<file path="config.mk">
export PLATFORM = sky130hd
export DESIGN_NAME = host_cycle_bridge_m_flat
export DESIGN_NICKNAME = d
export VERILOG_FILES = /design/src/rtl/host_cycle_bridge_m_if.sv /design/src/rtl/host_cycle_bridge_m.sv /design/src/flat_wrapper.sv
export SDC_FILE = /design/constraint.sdc
export NUM_CORES = 1
export LEC_CHECK = 0
export ABC_AREA = 1
export CAP_MARGIN = 40
export CORE_MARGIN = 2
export CORE_UTILIZATION = 65
export DETAILED_ROUTE_END_ITERATION = 8
export DONT_BUFFER_PORTS = 1
export PLACE_DENSITY = 0.81
export SLEW_MARGIN = 40
export SYNTH_ARGS = -nofsm -noshare
export SYNTH_HDL_FRONTEND = slang
export SYNTH_SLANG_ARGS = --single-unit
</file>
<file path="constraint.sdc">
create_clock -name hsclk -period 2.2 [get_ports hsclk]
set_clock_uncertainty 0.05 [all_clocks]
set_input_delay 0.44 -clock hsclk [delete_from_list [all_inputs] [get_ports hsclk]]
set_output_delay 0.44 -clock hsclk [all_outputs]
set_load 0.02 [all_outputs]
</file>
<file path="src/rtl/host_cycle_bridge_m_if.sv">
// CPU-side request/acknowledge bus between the CPU core and host_cycle_bridge_m.
interface host_cycle_bridge_m_if;
    logic        cpu_req;
    logic [23:0] cpu_adr;
    logic        cpu_rnw;
    logic [7:0]  cpu_wdata;
    logic        cpu_ack;
    logic [7:0]  cpu_rdata;

    modport master (output cpu_req, cpu_adr, cpu_rnw, cpu_wdata, input cpu_ack, cpu_rdata);
    modport slave  (input cpu_req, cpu_adr, cpu_rnw, cpu_wdata, output cpu_ack, cpu_rdata);
endinterface

</file>
<file path="src/rtl/host_cycle_bridge_m.sv">
// Decodes CPU requests into on-board RAM, local register or BBC host-bus cycles,
// with ROM/RAM remapping, a pagereg mirror, GPIO and an IO-access holdoff pipe.
module host_cycle_bridge_m #(
    parameter int GPIO_SZ            = 2,
    parameter int IO_ACCESS_DELAY_SZ = 3,
    parameter int RAM_ADR_SZ         = 19,
    parameter int PHI0_SYNC_STAGES   = 2
) (
    input  logic                   hsclk,
    input  logic                   resetb,
    host_cycle_bridge_m_if.slave   cpu,
    output logic                   cpu_hs_ok,
    output logic                   ram_ceb,
    output logic                   ram_web,
    output logic [RAM_ADR_SZ-17:0] ram_adr,
    input  logic                   bbc_phi0,
    output logic [15:0]            bbc_adr,
    output logic                   bbc_rnw,
    output logic [7:0]             bbc_data_out,
    output logic                   bbc_data_oe,
    input  logic [7:0]             bbc_data_in,
    output logic [GPIO_SZ-1:0]     gpio_out,
    output logic [GPIO_SZ-1:0]     gpio_oe,
    input  logic [GPIO_SZ-1:0]     gpio_in
);
    localparam int BANK_W = RAM_ADR_SZ - 16;

    typedef enum logic [2:0] {S_IDLE, S_RAM, S_REG, S_H_WAIT, S_H_HIGH} state_t;

    state_t                        state_q, state_d;
    logic                          ack_q, ack_d;
    logic [7:0]                    rdata_q, rdata_d;
    logic                          hs_ok_q, hs_ok_d;
    logic                          ram_ceb_q, ram_ceb_d;
    logic                          ram_web_q, ram_web_d;
    logic [BANK_W-1:0]             ram_adr_q, ram_adr_d;
    logic [15:0]                   bbc_adr_q, bbc_adr_d;
    logic                          bbc_rnw_q, bbc_rnw_d;
    logic [7:0]                    bbc_data_out_q, bbc_data_out_d;
    logic                          bbc_data_oe_q, bbc_data_oe_d;
    logic [GPIO_SZ-1:0]            gpio_dir_q, gpio_dir_d;
    logic [GPIO_SZ-1:0]            gpio_data_q, gpio_data_d;
    logic [6:0]                    map_q, map_d;
    logic [3:0]                    pagereg_q, pagereg_d;
    logic [IO_ACCESS_DELAY_SZ-1:0] pipe_q, pipe_d;
    logic [PHI0_SYNC_STAGES-1:0]   phi0_sync_q, phi0_sync_d;
    logic                          phi0_last_q, phi0_last_d;

    logic [23:0] adr;
    logic [7:0]  remap_bank;
    logic        phi0_rise, phi0_fall, remap, io_access, host_ack, host_next;
    logic        unused_adr_bits;

    assign adr             = cpu.cpu_adr;
    assign remap_bank      = 8'hFE;
    assign unused_adr_bits = ^adr;

    always_comb begin
        state_d        = state_q;
        ack_d          = 1'b0;
        rdata_d        = rdata_q;
        ram_adr_d      = ram_adr_q;
        gpio_dir_d     = gpio_dir_q;
        gpio_data_d    = gpio_data_q;
        map_d          = map_q;
        pagereg_d      = pagereg_q;
        pipe_d         = pipe_q;
        host_ack       = 1'b0;

        phi0_sync_d = {phi0_sync_q[PHI0_SYNC_STAGES-2:0], bbc_phi0};
        phi0_last_d = phi0_sync_q[PHI0_SYNC_STAGES-1];
        phi0_rise   = phi0_sync_q[PHI0_SYNC_STAGES-1] & ~phi0_last_q;
        phi0_fall   = ~phi0_sync_q[PHI0_SYNC_STAGES-1] & phi0_last_q;

        // Lower-64K remaps into RAM bank 0xFE: low RAM, ROM area outside the IO page, paged ROM slot 15
        remap = ~adr[23] & ((map_q[4] & ~adr[15])
              | (map_q[5] & (adr[15:14] == 2'b11) & (adr[13:10] != 4'hF))
              | (map_q[5] & (adr[15:14] == 2'b10) & (pagereg_q == 4'hF)));
        io_access = (adr[15:10] == 6'h3F);

        case (state_q)
            S_IDLE: begin
                if (cpu.cpu_req) begin
                    if ((adr[23:22] == 2'b11) || remap) begin
                        state_d   = S_RAM;
                        ram_adr_d = remap ? remap_bank[BANK_W-1:0] : adr[RAM_ADR_SZ-1:16];
                    end else if (adr[23:22] == 2'b10) begin
                        state_d = S_REG;
                    end else begin
                        state_d = S_H_WAIT;
                    end
                end
            end
            S_RAM: begin
                state_d = S_IDLE;
                ack_d   = 1'b1;
            end
            S_REG: begin
                state_d = S_IDLE;
                ack_d   = 1'b1;
                if (cpu.cpu_rnw) begin
                    case (adr[1:0])
                        2'b00:   rdata_d = 8'(gpio_dir_q);
                        2'b01:   rdata_d = 8'(gpio_in);
                        2'b11:   rdata_d = {1'b0, map_q};
                        default: rdata_d = 8'h00;
                    endcase
                end else begin
                    case (adr[1:0])
                        2'b00:   gpio_dir_d  = cpu.cpu_wdata[GPIO_SZ-1:0];
                        2'b01:   gpio_data_d = cpu.cpu_wdata[GPIO_SZ-1:0];
                        2'b11:   map_d       = cpu.cpu_wdata[6:0];
                        default: ;
                    endcase
                end
            end
            S_H_WAIT: begin
                if (phi0_rise) state_d = S_H_HIGH;
            end
            S_H_HIGH: begin
                if (phi0_fall) begin
                    state_d  = S_IDLE;
                    ack_d    = 1'b1;
                    host_ack = 1'b1;
                    // bbc_data_in is sampled every H_HIGH cycle; the sample at this edge is the last one
                    if (cpu.cpu_rnw) rdata_d = bbc_data_in;
                    if (!cpu.cpu_rnw && (adr == 24'h00FE30)) pagereg_d = cpu.cpu_wdata[3:0];
                end
            end
            default: state_d = S_IDLE;
        endcase

        if (ack_d) pipe_d = (host_ack && io_access) ? '1 : (pipe_q >> 1);
        hs_ok_d = map_q[6] & (pipe_q == '0);

        host_next      = (state_d == S_H_WAIT) || (state_d == S_H_HIGH);
        bbc_adr_d      = host_next ? adr[15:0] : 16'h8000;
        bbc_rnw_d      = host_next ? cpu.cpu_rnw : 1'b1;
        bbc_data_oe_d  = (state_d == S_H_HIGH) & ~cpu.cpu_rnw;
        bbc_data_out_d = host_next ? cpu.cpu_wdata : bbc_data_out_q;
        ram_ceb_d      = (state_d != S_RAM);
        ram_web_d      = (state_d == S_RAM) ? cpu.cpu_rnw : 1'b1;
    end

    always_ff @(posedge hsclk) begin
        if (!resetb) begin
            state_q        <= S_IDLE;
            ack_q          <= 1'b0;
            rdata_q        <= 8'h00;
            hs_ok_q        <= 1'b0;
            ram_ceb_q      <= 1'b1;
            ram_web_q      <= 1'b1;
            ram_adr_q      <= '0;
            bbc_adr_q      <= 16'h8000;
            bbc_rnw_q      <= 1'b1;
            bbc_data_out_q <= 8'h00;
            bbc_data_oe_q  <= 1'b0;
            gpio_dir_q     <= '0;
            gpio_data_q    <= '0;
            map_q          <= '0;
            pagereg_q      <= '0;
            pipe_q         <= '0;
            phi0_sync_q    <= '0;
            phi0_last_q    <= 1'b0;
        end else begin
            state_q        <= state_d;
            ack_q          <= ack_d;
            rdata_q        <= rdata_d;
            hs_ok_q        <= hs_ok_d;
            ram_ceb_q      <= ram_ceb_d;
            ram_web_q      <= ram_web_d;
            ram_adr_q      <= ram_adr_d;
            bbc_adr_q      <= bbc_adr_d;
            bbc_rnw_q      <= bbc_rnw_d;
            bbc_data_out_q <= bbc_data_out_d;
            bbc_data_oe_q  <= bbc_data_oe_d;
            gpio_dir_q     <= gpio_dir_d;
            gpio_data_q    <= gpio_data_d;
            map_q          <= map_d;
            pagereg_q      <= pagereg_d;
            pipe_q         <= pipe_d;
            phi0_sync_q    <= phi0_sync_d;
            phi0_last_q    <= phi0_last_d;
        end
    end

    assign cpu.cpu_ack   = ack_q;
    assign cpu.cpu_rdata = rdata_q;
    assign cpu_hs_ok     = hs_ok_q;
    assign ram_ceb       = ram_ceb_q;
    assign ram_web       = ram_web_q;
    assign ram_adr       = ram_adr_q;
    assign bbc_adr       = bbc_adr_q;
    assign bbc_rnw       = bbc_rnw_q;
    assign bbc_data_out  = bbc_data_out_q;
    assign bbc_data_oe   = bbc_data_oe_q;
    assign gpio_oe       = gpio_dir_q;
    assign gpio_out      = gpio_data_q;
endmodule

</file>
<file path="src/flat_wrapper.sv">
// flat-port wrapper written by rule: the top's interface ports become plain ports
module host_cycle_bridge_m_flat 
#(
    parameter int GPIO_SZ            = 2,
    parameter int IO_ACCESS_DELAY_SZ = 3,
    parameter int RAM_ADR_SZ         = 19,
    parameter int PHI0_SYNC_STAGES   = 2
)
  (hsclk, resetb, cpu_hs_ok, ram_ceb, ram_web, ram_adr, bbc_phi0, bbc_adr, bbc_rnw, bbc_data_out, bbc_data_oe, bbc_data_in, gpio_out, gpio_oe, gpio_in, cpu_cpu_req, cpu_cpu_adr, cpu_cpu_rnw, cpu_cpu_wdata, cpu_cpu_ack, cpu_cpu_rdata);
  host_cycle_bridge_m_if cpu_i ();
  input  logic hsclk;
  input  logic resetb;
  output logic cpu_hs_ok;
  output logic ram_ceb;
  output logic ram_web;
  output logic [RAM_ADR_SZ-17:0] ram_adr;
  input  logic bbc_phi0;
  output logic [15:0] bbc_adr;
  output logic bbc_rnw;
  output logic [7:0] bbc_data_out;
  output logic bbc_data_oe;
  input  logic [7:0] bbc_data_in;
  output logic [GPIO_SZ-1:0] gpio_out;
  output logic [GPIO_SZ-1:0] gpio_oe;
  input  logic [GPIO_SZ-1:0] gpio_in;
  input wire logic [$bits(cpu_i.cpu_req)-1:0] cpu_cpu_req;
  input wire logic [$bits(cpu_i.cpu_adr)-1:0] cpu_cpu_adr;
  input wire logic [$bits(cpu_i.cpu_rnw)-1:0] cpu_cpu_rnw;
  input wire logic [$bits(cpu_i.cpu_wdata)-1:0] cpu_cpu_wdata;
  output wire logic [$bits(cpu_i.cpu_ack)-1:0] cpu_cpu_ack;
  output wire logic [$bits(cpu_i.cpu_rdata)-1:0] cpu_cpu_rdata;
  assign cpu_i.cpu_req = cpu_cpu_req;
  assign cpu_i.cpu_adr = cpu_cpu_adr;
  assign cpu_i.cpu_rnw = cpu_cpu_rnw;
  assign cpu_i.cpu_wdata = cpu_cpu_wdata;
  assign cpu_cpu_ack = cpu_i.cpu_ack;
  assign cpu_cpu_rdata = cpu_i.cpu_rdata;
  host_cycle_bridge_m #(.GPIO_SZ(GPIO_SZ), .IO_ACCESS_DELAY_SZ(IO_ACCESS_DELAY_SZ), .RAM_ADR_SZ(RAM_ADR_SZ), .PHI0_SYNC_STAGES(PHI0_SYNC_STAGES)) u_core (.hsclk(hsclk), .resetb(resetb), .cpu(cpu_i), .cpu_hs_ok(cpu_hs_ok), .ram_ceb(ram_ceb), .ram_web(ram_web), .ram_adr(ram_adr), .bbc_phi0(bbc_phi0), .bbc_adr(bbc_adr), .bbc_rnw(bbc_rnw), .bbc_data_out(bbc_data_out), .bbc_data_oe(bbc_data_oe), .bbc_data_in(bbc_data_in), .gpio_out(gpio_out), .gpio_oe(gpio_oe), .gpio_in(gpio_in));
endmodule
</file>
==> results.json, run 1 <==
{
  "final_util": 0.707,
  "io_pins": 92,
  "period_minus_slack_ps": 1780,
  "ys_seq_elements": 65,
  "grt_max_degree": 45,
  "stdcell_count": 401,
  "ys_warn_count": 0,
  "synth_edf_count": 0,
  "syn-instance-count": 345,
  "dp.cells": 386,
  "layout-drive-gt1-share": 0.120,
  "synthArstFlopShare": 0,
  "clk_pin_slew_worst_paths_ps": 60,
  "coreArea_mm2": 0.00394,
  "synth_most_common_cell": "dfxtp_1",
  "power_density_mw_per_mm2": 817,
  "wire_per_inst_um": 13.7,
  "finalHoldViolCount": 0,
  "cp_max_fo": 11,
  "relSlewSlack": 0.722,
  "synth_top_area_share": 0.495,
  "crit_buf_inv": 1,
  "cts_hold_buf": 0,
  "rsz0062_at_grt": "no",
  "die_area_mm2": 0.00457,
  "crit_path_end_kind": "register",
  "synthTopCellsByArea": "dfxtp_1 49%, nor2_1 7.6%, inv_1 7.3%, nand2_1 6.0%, nand3_1 4.8%",
  "critical_path.slowest_cell": "dfxtp_1",
  "hpwl_um": 4110,
  "crit_path_start_kind": "register",
  "finalWirelength_um": 5500,
  "fin_area_mm2": 0.00279,
  "synth_top_area_cell": "dfxtp_1",
  "detail_route.vias_per_cell": 5.33,
  "htree_levels": 3,
  "post-cts-setup-buffers": 0,
  "clock_path_buffers": 2,
  "globalRouteTotalUtil": 0.262,
  "holdCritPathClass": "in -> reg",
  "gp_congestion": 0.825,
  "critPathRequiredTime_ps": 2380,
  "grt_pass1_vias": 1973,
  "placed_cell_area_mm2": 0.00263,
  "cpPeakStageDelay_ps": 330,
  "clock_tree.root_cell": "clkbuf_8",
  "tns_ps": 0,
  "critical_path.cell_chain": "nor2_2, nand2_1, inv_2, nand3_1, nor2_1, nand3_1, o21ai_0, nor2_1",
  "start_util": 0.667,
  "overflow": 0,
  "synth_common_cells": "65 x dfxtp_1, 53 x nor2_1, 51 x inv_1, 42 x nand2_1, 25 x nand3_1",
  "drt_pass1_iterations": 4,
  "drt-initial-drc-count": 88,
  "cts_tree": "yes",
  "tightest_slew_ps": 413,
  "crit_family": "simple AND/OR/NAND/NOR gates",
  "synth_area_mm2": 0.00263,
  "ys_seq_area_frac": 0.495,
  "drtAntennaViolNets": 0,
  "finalCritPeriodShare": 0.808,
  "std_cell_rows": 23,
  "numCtsBuffers": 9,
  "port_buffers": 0,
  "postCtsResizedCells": 0,
  "setup_viol": 0,
  "synthFlopType": "dfxtp_1",
  "slew_viol_final": 0,
  "syn_avg_cell_area_um2": 7.63,
  "synth_fp_nets": 392,
  "fmax_ghz": 0.563,
  "max-vdd-ir-drop_mv": 0.469,
  "arrival_ps": 1960,
  "n_antenna_cell": 0,
  "num_vias": 2137,
  "outcome": "completed",
  "leakage_nw": 1.27,
  "crit_type": "reg -> reg",
  "cts_sinks": 65,
  "syn_to_final_growth_pct": 5.94,
  "max-cap-violations": 0,
  "remaining_drc_errors": 0,
  "grt_pass1_wl_um": 8610,
  "fp.dieW_um": 67.6,
  "clk_latency_ps": 340,
  "nNetsFinal": 394,
  "antenna_found_initial": 0,
  "synth_cell_types": 28,
  "chipHeight_um": 67.6
}
kinds of logic (layout without fill, tap and decap cells):
family,after synthesis,in the layout,synth area share
and+or+nand+nor,154,154,0.271
buffers and inverters,66,72,0.109
DFF,65,65,0.495
AOI/OAI and AO/OA,60,60,0.126
metrics by stage:
stage,hold WS [ps],total power (W),setup WS (ps)
finish,128,0.00228,423
detailed placement,358,0.00145,422
global placement,353,0.00145,468
floorplan,340,0.00144,735
CTS,118,0.00229,414
global route,118,0.00236,157
cells in the final DEF, fill, tap and decap left out, types with 3 or more instances in the layout:
master	count
nor2_2	13
o21ai_0	24
a31oi_1	3
nor2_1	53
inv_2	5
nand2_1	42
nor3_1	8
nand2_4	3
dfxtp_1	65
nand3_1	25
inv_1	51
a21oi_1	23
clkbuf_8	10
o21ai_1	6
power breakdown:
part / internal, W / total, W / switching (W)
combinational: 0.0000491 / 0.000141 / 0.0000916
clock: 0.000430 / 0.000852 / 0.000422
sequential: 0.00122 / 0.00128 / 0.0000640
total: 0.00170 / 0.00228 / 0.000578
per-layer routing:
| metal | GRT usage | share of wire |
|---|---|---|
| met4 | 0.161 | 0.028 |
| met3 | 0.0983 | 0.088 |
| met2 | 0.424 | 0.48 |
| met1 | 0.291 | 0.40 |
| met5 | 0 | 0 |
flip-flops by register name, summed over array words and instances (netlist names):
signal,count
u_core.ram_adr,3
u_core.cpu.cpu_rdata,8
u_core.gpio_out,2
u_core.phi0_last_q,1
u_core.state_q,3
u_core.ram_ceb,1
u_core.gpio_oe,2
u_core.cpu_hs_ok,1
u_core.ram_web,1
u_core.bbc_data_out,8
u_core.pipe_q,3
u_core.pagereg_q,4
u_core.map_q,7
u_core.bbc_adr,16
u_core.phi0_sync_q,2
u_core.bbc_rnw,1
u_core.cpu.cpu_ack,1
u_core.bbc_data_oe,1
worst paths after layout:
check / startpoint / to / slack (ps) / depth (start not counted)
hold / removal: cpu_cpu_rnw / u_core.bbc_data_oe / 130 / 1
setup reg to reg: u_core.state_q[0] / u_core.pagereg_q[1] / 420 / 8
hold reg to reg: u_core.phi0_sync_q[0] / u_core.phi0_sync_q[1] / 370 / 2
setup / recovery: u_core.state_q[0] / u_core.pagereg_q[1] / 420 / 8
cell type report:
class	instances	area, um2
flip-flops and latches	65	1300
fillers	324	1150
multi-input cells	214	1040
inverters	56	210
clock buffers	12	145
well taps	50	62.6
clock inverters	3	17.5
repair buffers	1	7.51
Note: power is estimated with default switching activity, not from simulation.
==> run 2: changes to the inputs <==
--- a/config.mk
+++ b/config.mk
@@ -8,10 +8,10 @@
 export ABC_AREA = 1
 export CAP_MARGIN = 40
 export CORE_MARGIN = 2
-export CORE_UTILIZATION = 65
+export CORE_UTILIZATION = 62
 export DETAILED_ROUTE_END_ITERATION = 8
 export DONT_BUFFER_PORTS = 1
-export PLACE_DENSITY = 0.81
+export PLACE_DENSITY = 0.78
 export SLEW_MARGIN = 40
 export SYNTH_ARGS = -nofsm -noshare
 export SYNTH_HDL_FRONTEND = slang
==> constraint.sdc (replaced) <==
create_clock -name hsclk -period 1.9 [get_ports hsclk]
set_clock_uncertainty 0.05 [all_clocks]
set_input_delay 0.38 -clock hsclk [delete_from_list [all_inputs] [get_ports hsclk]]
set_output_delay 0.38 -clock hsclk [all_outputs]
set_load 0.02 [all_outputs]
==> results.json, run 2 (synthesis gave the netlist of run 1 again) <==
{
  "finalHoldViolCount": 0,
  "drtAntennaViolNets": 0,
  "num-fill-cells": 338,
  "finalWirelength_um": 5760,
  "switching_share": 0.240,
  "postCtsResizedCells": 0,
  "multi_input_area_mm2": 0.00104,
  "tns_ps": 0,
  "critPathRequiredTime_ps": 2070,
  "p_comb_frac": 0.058,
  "cts_hold_buf": 0,
  "holdCritPathClass": "in -> reg",
  "numCtsBuffers": 9,
  "cts_tree": "yes",
  "coreArea_mm2": 0.00403,
  "num_vias": 2154,
  "seqCellArea_mm2": 0.00130,
  "finalCritPeriodShare": 0.851,
  "post-cts-setup-buffers": 0,
  "largest_reg_flops": 16,
  "layout-drive-gt1-share": 0.130,
  "clk_latency_ps": 340,
  "clock_path_buffers": 2,
  "grt_pass1_vias": 2045,
  "crit_path_end_kind": "register",
  "detail_route.vias_per_cell": 5.34,
  "crit_path_start_kind": "register",
  "syn_to_final_growth_pct": 8.08,
  "max-cap-violations": 0,
  "mostFrequentLayoutCells": "65 x dfxtp_1, 53 x nor2_1, 51 x inv_1",
  "seqPwrFrac": 0.525,
  "relSlewSlack": 0.733,
  "grt_max_degree": 45,
  "gp_congestion": 0.807,
  "hpwl_um": 4090,
  "internal-power_w": 0.00216,
  "overflow": 0,
  "n_antenna_cell": 0,
  "period_minus_slack_ps": 1620,
  "layout_commonest_cell": "dfxtp_1",
  "max-vdd-ir-drop_mv": 0.576,
  "p_sw_w": 0.000680,
  "port_buffers": 0,
  "cts_sinks": 65,
  "crit_type": "reg -> reg",
  "drt_pass1_iterations": 4,
  "clk_pin_slew_worst_paths_ps": 70,
  "start_util": 0.653,
  "io_pins": 92,
  "clock_tree.root_cell": "clkbuf_8",
  "dp.cells": 387,
  "tightest_slew_ps": 398,
  "outcome": "completed",
  "drt-initial-drc-count": 183,
  "fp.dieW_um": 69.1,
  "fmax_ghz": 0.618,
  "wire_per_inst_um": 14.3,
  "leakage_nw": 1.30,
  "rsz0062_at_grt": "no",
  "globalRouteTotalUtil": 0.248,
  "cp_max_fo": 17,
  "die_area_mm2": 0.00478,
  "nNetsFinal": 395,
  "stdcell_count": 403,
  "slew_viol_final": 0,
  "remaining_drc_errors": 0,
  "antenna_found_initial": 0,
  "arrival_ps": 1790,
  "setup_viol": 0,
  "chipHeight_um": 69.1,
  "htree_levels": 3,
  "std_cell_rows": 23,
  "p_clk_frac": 0.418,
  "power_density_mw_per_mm2": 997,
  "grt_pass1_wl_um": 9310
}
## run 2: cell types whose count changed in the layout (fill, tap and decap cells not counted), sizes merged
cell      change
clkbuf        +3
buf           +1
clkinv        -1
clkinvlp      -1
## run 2: path summary, 6_finish.rpt
kind	slack [ps]	endpoint	cells past startpoint	startpoint
max	280	u_core.bbc_adr[0]	11	u_core.map_q[5]
min reg2reg	370	u_core.phi0_sync_q[1]	2	u_core.phi0_sync_q[0]
min	70	u_core.bbc_data_oe	1	cpu_cpu_rnw
max reg2reg	280	u_core.bbc_adr[0]	11	u_core.map_q[5]
## run 2: area by class of cell
cell class,count,area share
inverter,56,0.0739
timing repair buffer,2,0.00528
sequential,65,0.458
tap,50,0.0220
clock inverter,1,0.00176
multi-input combinational,214,0.367
clock buffer,15,0.0726
## run 2: metrics by stage
| stage | total power [W] | area [um2] | util | hold WS, ps | setup slack, ps |
|---|---|---|---|---|---|
| floorplan | 0.00166 | 2630 | - | 340 | 495 |
| CTS | 0.00286 | 2840 | 0.706 | 59.1 | 269 |
| global route | 0.00294 | 2840 | 0.706 | 61.8 | 104 |
| finish | 0.00284 | 2840 | 0.706 | 72.2 | 283 |
| detailed placement | 0.00168 | 2630 | 0.653 | 361 | 310 |
| global placement | 0.00167 | 2630 | 0.653 | 347 | 341 |
## run 2: layer usage
metal,GRT usage,routed length [um],vias to the layer above
li1,-,-,1101
met1,0.293,2470,959
met2,0.405,2720,84
met3,0.0877,485,10
met4,0.111,92,0
met5,0,0,-
## run 2: critical path, stage by stage, from the launching register on
cell     delay (ps)
dfxtp_1         350
inv_1            90
nor2_1          110
nand2_1          60
nand3_1          80
nand2_1          60
nand2_1          90
nand2_2          70
nand2_4         160
nand2_4          80
nand2_4         200
nor2_1           80
## run 2: power groups by stage
| stage | Clock (W) | Sequential, W | Combinational [W] |
|---|---|---|---|
| CTS | 0.00121 | 0.00149 | 0.000164 |
| detailed placement | 0 | 0.00152 | 0.000162 |
| finish | 0.00118 | 0.00149 | 0.000164 |
| floorplan | 0 | 0.00151 | 0.000153 |
| global route | 0.00126 | 0.00149 | 0.000192 |
| global placement | 0 | 0.00152 | 0.000158 |
==> run 3: changes to the inputs <==
--- a/config.mk
+++ b/config.mk
@@ -9,6 +9,7 @@
 export CAP_MARGIN = 40
 export CORE_MARGIN = 2
 export CORE_UTILIZATION = 62
+export CTS_BUF_LIST = sky130_fd_sc_hd__clkbuf_16
 export DETAILED_ROUTE_END_ITERATION = 8
 export DONT_BUFFER_PORTS = 1
 export PLACE_DENSITY = 0.78
==> results.json, run 3 (synthesis gave the netlist of run 1 again) <==
{
  "crit_type": "reg -> reg",
  "switching_share": 0.236,
  "tightest_slew_ps": 390,
  "relSlewSlack": 0.738,
  "clock_path_buffers": 2,
  "power_density_mw_per_mm2": 1050,
  "globalRouteTotalUtil": 0.250,
  "max-vdd-ir-drop_mv": 0.640,
  "coreArea_mm2": 0.00403,
  "num_vias": 2162,
  "finalCritPeriodShare": 0.853,
  "seqCellArea_mm2": 0.00130,
  "largest_reg_flops": 16,
  "postCtsResizedCells": 0,
  "remaining_drc_errors": 0,
  "drt_pass1_iterations": 4,
  "crit_path_start_kind": "register",
  "holdCritPathClass": "in -> reg",
  "htree_levels": 3,
  "multi_input_area_mm2": 0.00104,
  "fp.dieW_um": 69.1,
  "crit_family": "simple AND/OR/NAND/NOR gates",
  "start_util": 0.653,
  "fmax_ghz": 0.617,
  "slew_viol_final": 0,
  "max-cap-violations": 0,
  "stdcell_count": 403,
  "clk_pin_slew_worst_paths_ps": 50,
  "seqPwrFrac": 0.490,
  "mostFrequentLayoutCells": "65 x dfxtp_1, 53 x nor2_1, 51 x inv_1",
  "critPathRequiredTime_ps": 2050,
  "grt_pass1_vias": 2053,
  "hold_ws_ps": 88.2,
  "cp_max_fo": 17,
  "port_buffers": 0,
  "critical_path.slowest_cell": "dfxtp_1",
  "drt-initial-drc-count": 135,
  "finalWirelength_um": 5770,
  "p_sw_w": 0.000719,
  "std_cell_rows": 23,
  "numCtsBuffers": 9,
  "overflow": 0,
  "outcome": "completed",
  "detail_route.vias_per_cell": 5.36,
  "cts_tree": "yes",
  "clk_latency_ps": 320,
  "drtAntennaViolNets": 0,
  "critical_path.cell_chain": "inv_1, nor2_1, nand2_1, nand3_1, nand2_1, nand2_1, nand2_2, nand2_4, nand2_4, nand2_4, nor2_1",
  "grt_max_degree": 45,
  "cpPeakStageDelay_ps": 340,
  "num-fill-cells": 327,
  "post-cts-setup-buffers": 0,
  "layout_commonest_cell": "dfxtp_1",
  "antenna_found_initial": 0,
  "arrival_ps": 1770,
  "p_comb_frac": 0.054,
  "hpwl_um": 4090,
  "crit_buf_inv": 1,
  "io_pins": 92,
  "crit_path_end_kind": "register",
  "nNetsFinal": 395,
  "syn_to_final_growth_pct": 9.65,
  "n_antenna_cell": 0,
  "leakage_nw": 1.31,
  "die_area_mm2": 0.00478,
  "finalPower_w": 0.00304,
  "clock_tree.root_cell": "clkbuf_16",
  "finalHoldViolCount": 0,
  "internal-power_w": 0.00232,
  "final_util": 0.716,
  "setup_viol": 0,
  "cts_sinks": 65,
  "chipHeight_um": 69.1,
  "grt_pass1_wl_um": 9450,
  "p_clk_frac": 0.456,
  "tns_ps": 0,
  "rsz0062_at_grt": "no",
  "dp.cells": 387,
  "cts_hold_buf": 0,
  "gp_congestion": 0.807,
  "wire_per_inst_um": 14.3,
  "layout-drive-gt1-share": 0.113,
  "period_minus_slack_ps": 1620
}
[run 3: cell count changes in the layout (fill, tap and decap cells not counted)]
cell       change
clkbuf_8      -15
clkinv_1       +6
clkbuf_16      +9
[run 3: per-layer routing]
layer  up-vias  routed length [um]  global-route usage
li1       1104                   -                   -
met1       961                2360               0.292
met2        87                2800               0.421
met3        10                 507              0.0848
met4         0                 102              0.0980
met5         -                   0                   0
[run 3: worst paths after layout]
check / slack, ps / depth (start not counted) / endpoint / start
min reg2reg: 370 / 2 / u_core.phi0_sync_q[1] / u_core.phi0_sync_q[0]
max reg2reg: 280 / 11 / u_core.bbc_adr[0] / u_core.map_q[5]
min: 90 / 1 / u_core.ram_ceb / resetb
max: 280 / 11 / u_core.bbc_adr[0] / u_core.map_q[5]
[run 3: final cells by class]
type,count,share of cell area
clock buffer,9,0.0781
inverter,56,0.0729
clock inverter,7,0.00954
timing repair buffer,2,0.00520
sequential,65,0.451
multi-input combinational,214,0.362
tap,50,0.0217
[run 3: per-stage QoR]
| stage | worst slack [ps] | cell area, um2 |
|---|---|---|
| 2_1_floorplan | 495 | 2630 |
| 3_3_place_gp | 341 | 2630 |
| 3_5_place_dp | 310 | 2630 |
| 4_1_cts | 265 | 2890 |
| 5_1_grt | 111 | 2890 |
| 6_report | 280 | 2890 |
[run 3: power by group through the flow]
stage	clock (W)	sequential [W]	combinational, W
final	0.00139	0.00149	0.000163
after global routing	0.00146	0.00150	0.000191
after CTS	0.00140	0.00149	0.000164
after detailed placement	0	0.00152	0.000162
after global placement	0	0.00152	0.000158
after floorplan	0	0.00151	0.000153
